### src/rtl/mux_scan_pkg.sv
// Shared types and defaults for the mux scan sampler: FSM encoding and
// sizing helpers used by the top level and the settle timer.
package mux_scan_pkg;

  typedef enum logic [1:0] {
    IDLE   = 2'd0,
    SETTLE = 2'd1,
    SAMPLE = 2'd2,
    DONE   = 2'd3
  } scan_state_e;

  localparam int DEF_NUM_CH        = 8;
  localparam int DEF_SETTLE_CYCLES = 2;

  // Settle counter width; never narrower than one bit so a zero-settle build still elaborates.
  function automatic int cnt_width(input int settle);
    return (settle < 2) ? 1 : $clog2(settle + 1);
  endfunction

endpackage

### src/rtl/mux_scan_sampler_settle_timer.sv
// Settle-time counter: counts while enabled and flags the last settle cycle,
// then wraps to zero so the next channel starts from a clean count.
module settle_timer
  import mux_scan_pkg::*;
#(
  parameter int SETTLE_CYCLES = DEF_SETTLE_CYCLES,
  parameter int CNT_W         = cnt_width(SETTLE_CYCLES)
) (
  input  logic clk,
  input  logic rst_n,
  input  logic clear,
  input  logic enable,
  output logic done
);

  localparam logic [CNT_W-1:0] LAST = CNT_W'(SETTLE_CYCLES - 1);

  logic [CNT_W-1:0] cnt;

  assign done = enable && (cnt == LAST);

  always_ff @(posedge clk or negedge rst_n) begin
    if (!rst_n)      cnt <= '0;
    else if (clear)  cnt <= '0;
    else if (enable) cnt <= done ? '0 : cnt + 1'b1;
  end

endmodule

### src/rtl/mux_scan_sampler.sv
// Scans an N:1 mux channel by channel, waits for the output to settle after
// each select change, samples it, and hands the packed frame downstream.
module mux_scan_sampler
  import mux_scan_pkg::*;
#(
  parameter int NUM_CH        = DEF_NUM_CH,
  parameter int SEL_W         = $clog2(NUM_CH),
  parameter int SETTLE_CYCLES = DEF_SETTLE_CYCLES,
  parameter int CNT_W         = cnt_width(SETTLE_CYCLES)
) (
  input  logic              clk,
  input  logic              rst_n,
  input  logic              start,
  input  logic              abort,
  output logic [SEL_W-1:0]  sel,
  input  logic              y_in,
  output logic [NUM_CH-1:0] frame,
  output logic              frame_valid,
  input  logic              frame_ready,
  output logic              busy
);

  localparam logic [SEL_W-1:0] LAST_SEL = SEL_W'(NUM_CH - 1);
  // With no settle time every channel is sampled on consecutive cycles.
  localparam scan_state_e FIRST = (SETTLE_CYCLES == 0) ? SAMPLE : SETTLE;

  scan_state_e       state;
  logic [NUM_CH-1:0] shadow;
  logic [SEL_W:0]    sel_inc;
  logic              tmr_done;

  assign sel_inc = {1'b0, sel} + 1'b1;

  generate
    if (SETTLE_CYCLES > 0) begin : g_tmr
      settle_timer #(
        .SETTLE_CYCLES (SETTLE_CYCLES),
        .CNT_W         (CNT_W)
      ) u_tmr (
        .clk    (clk),
        .rst_n  (rst_n),
        .clear  (abort || (state != SETTLE)),
        .enable (state == SETTLE),
        .done   (tmr_done)
      );
    end else begin : g_no_tmr
      assign tmr_done = 1'b1;
    end
  endgenerate

  always_ff @(posedge clk or negedge rst_n) begin
    if (!rst_n) begin
      state       <= IDLE;
      sel         <= '0;
      shadow      <= '0;
      frame       <= '0;
      frame_valid <= 1'b0;
      busy        <= 1'b0;
    end else if (abort) begin
      // frame keeps the last completed scan; only in-flight state is dropped
      state       <= IDLE;
      sel         <= '0;
      shadow      <= '0;
      frame_valid <= 1'b0;
      busy        <= 1'b0;
    end else begin
      case (state)
        IDLE: begin
          if (start) begin
            state <= FIRST;
            busy  <= 1'b1;
          end
        end
        SETTLE: begin
          if (tmr_done) state <= SAMPLE;
        end
        SAMPLE: begin
          shadow[sel] <= y_in;
          if (sel == LAST_SEL) begin
            // last bit goes straight from y_in so the frame is complete this edge
            frame       <= {y_in, shadow[NUM_CH-2:0]};
            frame_valid <= 1'b1;
            sel         <= '0;
            busy        <= 1'b0;
            state       <= DONE;
          end else begin
            sel   <= sel_inc[SEL_W-1:0];
            state <= FIRST;
          end
        end
        DONE: begin
          if (frame_ready) begin
            frame_valid <= 1'b0;
            if (start) begin
              state <= FIRST;
              busy  <= 1'b1;
            end else begin
              state <= IDLE;
            end
          end
        end
        default: state <= IDLE;
      endcase
    end
  end

  always @(posedge clk) begin
    if (rst_n && !abort && state == SAMPLE && sel != LAST_SEL)
      assert (sel_inc <= (SEL_W+1)'(NUM_CH - 1))
        else $error("sel increment overflow");
  end

endmodule

### config.mk
export PLATFORM = sky130hd
export DESIGN_NAME = mux_scan_sampler
export DESIGN_NICKNAME = d
export VERILOG_FILES = /design/src/rtl/mux_scan_pkg.sv /design/src/rtl/mux_scan_sampler_settle_timer.sv /design/src/rtl/mux_scan_sampler.sv
export SDC_FILE = /design/constraint.sdc
export NUM_CORES = 1
export LEC_CHECK = 0
export BUFFER_PORTS_ARGS = -buffer_cell sky130_fd_sc_hd__buf_4
export CAP_MARGIN = 20
export CORE_ASPECT_RATIO = 1.75
export CORE_MARGIN = 2
export CORE_UTILIZATION = 45
export DETAILED_ROUTE_END_ITERATION = 8
export MAX_ROUTING_LAYER = met4
export PLACE_DENSITY_LB_ADDON = 0.3
export RECOVER_POWER = 100
export SLEW_MARGIN = 10
export SYNTH_ARGS = -nofsm -noshare
export SYNTH_HDL_FRONTEND = slang
export SYNTH_SLANG_ARGS = --single-unit
### constraint.sdc
create_clock -name clk -period 3.3 [get_ports clk]
set_input_delay 0.33 -clock clk [delete_from_list [all_inputs] [get_ports clk]]
set_output_delay 0.33 -clock clk [all_outputs]
set_load 0.01 [all_outputs]
Word level (Yosys, flattened, before mapping):

Index checks and enable logic that the tools add are counted.
W data, S select, Z words.

* bits in registers: 25
* bits in latches: 0
* bits in writable memories: 0
* bits in read-only memories: 0
* word-level logic and storage cells: 61
* memories kept: 0

* $add $sub $neg: 2
* multipliers: 0
* div/mod/pow operators: 0
* $lt $le $gt $ge: 2
* equal/unequal tests: 10
* shift-type cells: 0
* muxes and demuxes: 27
* bitwise operators: 1
* reductions and logical operators: 12

Operators with widths (count)
* $mux W2: 8
* $mux W8: 2
* $ne A3 B3 Y1 const B: 4
* $reduce_and A3 Y1: 4
* $mux W1: 9
* $mux W3: 3
* $bwmux W8: 1
* $pmux W2 S4: 1
* $eq A2 B1 Y1 const B: 2
* $eq A2 B2 Y1 const B: 2
* $lt A3 B4 Y1 const B: 1
* $reduce_bool A2 Y1: 2
* $reduce_bool A4 Y1: 1
* $add A3 B1 Y3 const B: 1
* $demux W1 S3: 1
* $eq A3 B3 Y1 const B: 1
* $ge A3 B1 Y1 const B: 1
* $pmux W1 S3: 1
* $reduce_bool A3 Y1: 1
* $add A2 B1 Y2 const B: 1
* $logic_and A1 B1 Y1: 2
* $logic_not A2 Y1: 1
* $ne A2 B1 Y1 const B: 1
* $pmux W1 S2: 1
* 2 further kinds: 2

Depth between registers and ports, before layout:

* depth in word-level cells: 7
* mapped depth: 6
* gate-level depth less buffers: 5

Modules after synthesis:

From an unflattened synthesis, not the netlist that was laid out.

* cell total of the unflattened synthesis: 98
* area, all modules: 1178.6 um2

Modules (own cells, without submodules)
* mux_scan_sampler: instances 1, cells an instance 91, area an instance 1099.8 um2, seq. area each 550.5 um2
* settle_timer: instances 1, cells an instance 7, area an instance 78.8 um2, seq. area each 50.0 um2

Worst setup path before layout:

Ideal clock, no wire load.

* path kind: flip-flop to flip-flop
* from: register sel[0]
* to: register frame[0]
* library setup time: 0.125 ns
* arrival: 1.472 ns
* path slack: 1.703 ns
* cell stages (with the launch flop): 6
* buffers on the path: 1
* period minus slack after synthesis: 1.597 ns
* cell sequence: dfrtp_1 ha_1 ha_1 and3b_1 buf_6 mux2_4

* cells in the longest elaborated chain, start to end: 2

Ends and longest elaborated chain
* start: declaration: RTL line mux_scan_sampler.sv:15 `output logic [SEL_W-1:0] sel,`
* start signal: assignment: RTL line mux_scan_sampler.sv:87 `sel <= sel_inc[SEL_W-1:0];`
* $eq A3 B3 Y1: RTL line mux_scan_sampler.sv:79 `if (sel == LAST_SEL) begin`
* $reduce_and A3 Y1 (no source line)
* end signal: assignment: RTL line mux_scan_sampler.sv:81 `frame <= {y_in, shadow[NUM_CH-2:0]};`
* end: declaration: RTL line mux_scan_sampler.sv:17 `output logic [NUM_CH-1:0] frame,`

No other way between the ends.
A chain may end at the register's enable or synchronous reset.

Worst setup path after layout:

* from: register state[1]
* to: register frame[1]

* cells in the longest elaborated chain, start to end: 2

Ends and longest elaborated chain
* start: declaration: RTL line mux_scan_sampler.sv:27 `scan_state_e state;`
* start signal: assignment: RTL line mux_scan_sampler.sv:53 `state <= IDLE;`
* start signal: assignment: RTL line mux_scan_sampler.sv:61 `state <= IDLE;`
* start signal: assignment: RTL line mux_scan_sampler.sv:70 `state <= FIRST;`
* $eq A2 B2 Y1: RTL line mux_scan_sampler.sv:67 `case (state)`
* $reduce_and A3 Y1 (no source line)

No other way between the ends.

==> run metrics <==
status complete, no violations; most frequent cells in the layout 24 x dfrtp_1, 14 x clkbuf_1, 10 x mux2i_1; commonest non-fill, non-tap cell in the layout dfrtp_1; Ys Warns 0; CTS root buf clkbuf_8; Initial Util 0.466; unrepaired setup endpoints after global routing false; Inserted Diodes 0; Hold WS 310 ps; Max Root-Sink Buffers 2; VDD IR max 274 µV; global-route wire length before repair 3.38 mm; Rows 24; Total Routed Length 1.97 mm; f_max 0.490 GHz; Critical Path AT 2180 ps; PD cells 419 nW/µm²; number of synthesized flops with an enable pin 0; die area ~3000 µm²; Final Total Pwr 0.000524 W; Syn Std Cell Area 1150 µm²; CTS tree yes; Final Slew Violations 0; via count 716; Post-Route M1 WL 842 µm; post-synth top area cell dfrtp_1; clk slew on worst S/H paths 80 ps; Net count, final 120; largest net degree at the start of global routing 25; Synth Flop Type dfrtp_1; post-route ant nets 0; Fin. Hold Viols 0; final RePlAce weighted congestion between 0.8 and 0.9; initial drt markers 15; post-place instance area 1280 µm²; largest fanout on the critical path 10; Async SR Flop Fraction 1.00; Yosys top cell area share 0.523; Pleak 0.627 nW; library cells used by synthesis 25; Vias/cell 5.23; Worst Clk Skew 3.47 ps; Post-Route Setup TNS 0 ps; GRT Total Usage 0.148; CTS Buf Count 3; per-cell routed wire length 14.4 µm; Die Ht 70.8 µm; Clock Latency Late Sink 260 ps; core box area 2460 µm²; endpoints failing setup 0; synthesized netlist cell count 92; CTS sink count 24; met2 routed wirelength 1.06 mm; Area contributors post-synth dfrtp_1 52%, mux2_4 10%, mux2i_1 8.7%; max-cap violations 0; post-CTS setup buffers 0; Die W between 40 and 50 µm; number of synthesized register bits 24; hold crit path type in -> reg; fin crit period 2040 ps; syn avg cell area 12.5 µm²; Overflow after GRT 0; sequential fraction of the synthesis area 0.523; hpwl dp 1.45 mm; vias in the first global route 745; crit end category flop; CTS H-tree depth 1; met3 WL post-DR roughly 44 µm; drc violations 0; synthesis-to-layout area growth 9.16%; initial antenna violation count 0; I/O Buffers 18; Worst Path Required 3440 ps; Mapped Nets 100; drt pass-1 iters 2; highest metal used met4; worst-margin pin slew 1250 ps; Final Cycle Share 0.618; Slew Limit Headroom 0.168; I/O pin cnt 19; Worst Setup Start Kind flop; Crit Path Class reg -> reg; Final Cell Area approximately 1300 µm²; layout cells sized above 1 0.0901
[path summary, 6_finish.rpt]
kind	start	end	slack, ps	depth (start not counted)
setup reg to reg	state[1]$_DFFE_PN0P_	frame[1]$_DFFE_PN0P_	1260	3
hold / removal	y_in	frame[7]$_DFFE_PN0P_	310	2
hold reg to reg	g_tmr.u_tmr.cnt[0]$_DFFE_PN0P_	g_tmr.u_tmr.cnt[0]$_DFFE_PN0P_	480	1
max in group asynchronous	rst_n	frame[6]$_DFFE_PN0P_	1710	2
setup / recovery	state[1]$_DFFE_PN0P_	frame[1]$_DFFE_PN0P_	1260	3
min in group asynchronous	rst_n	frame_valid$_DFFE_PN0P_	860	2
[sequential cells by signal, indices dropped and copies added (netlist names)]
register and cells:
busy 1, frame 8, frame_valid 1, g_tmr.u_tmr.cnt 2, sel 3, shadow 7, state 2
[cells in the mapped netlist, types with 2 or more instances]
master	instances
a21oi_1	2
nand3_1	4
nor3_1	2
mux2_4	8
buf_6	3
nor2_1	7
dfrtp_1	24
a211oi_1	2
ha_1	2
nand2b_1	9
mux2i_1	10
nand2_1	4
nor2b_1	2
or2b_1	2
[critical path: stages, from the launching register on]
cell	delay, ps
dfrtp_1	490
nor2b_1	540
and3b_1	510
mux2_1	380
[logic make-up after synthesis]
logic type / after synthesis / share of synthesized area
buf+inv: 5 / 0.0360
fa+ha+maj: 2 / 0.0218
flops: 24 / 0.523
simple gates: 34 / 0.167
compound gates: 9 / 0.0600
mux: 18 / 0.192
[per-stage QoR]
step	setup slack [ps]	utilization	instances
6_report	1260	0.509	137
2_1_floorplan	1700	-	92
3_5_place_dp	1420	0.519	132
4_1_cts	1410	0.545	137
3_3_place_gp	1450	0.519	132
5_1_grt	1110	0.509	137
[area by class of cell]
class / instances / area (µm²)
inverters: 1 / 3.75
fillers: 249 / 1210
flip-flops and latches: 24 / 601
multi-input cells: 63 / 468
clock buffers: 4 / 55.1
repair buffers: 19 / 92.6
well taps: 26 / 32.5
[what timing repair did]
action | 4_1_cts | 5_1_grt
hold buffers | 1 | 0
resized for setup | 0 | 0
setup endpoints to repair | 0 | 0
hold endpoints to repair | 24 | 0
[power by group]
group / leakage [nW] / total [W] / switching, W / internal (W)
logic: 0.266 / 0.0000290 / 0.0000161 / 0.0000129
registers: 0.332 / 0.000302 / 0.00000448 / 0.000297
clock network: 0.0288 / 0.000194 / 0.0000874 / 0.000106
total: 0.627 / 0.000524 / 0.000108 / 0.000416
[per-layer routing]
metal / global-route usage / up-vias
met5: - / -
met4: 0.0521 / 0
met3: 0.0153 / 2
met2: 0.244 / 7
met1: 0.185 / 352
li1: - / 355
Power figures use the tool's default switching activity.
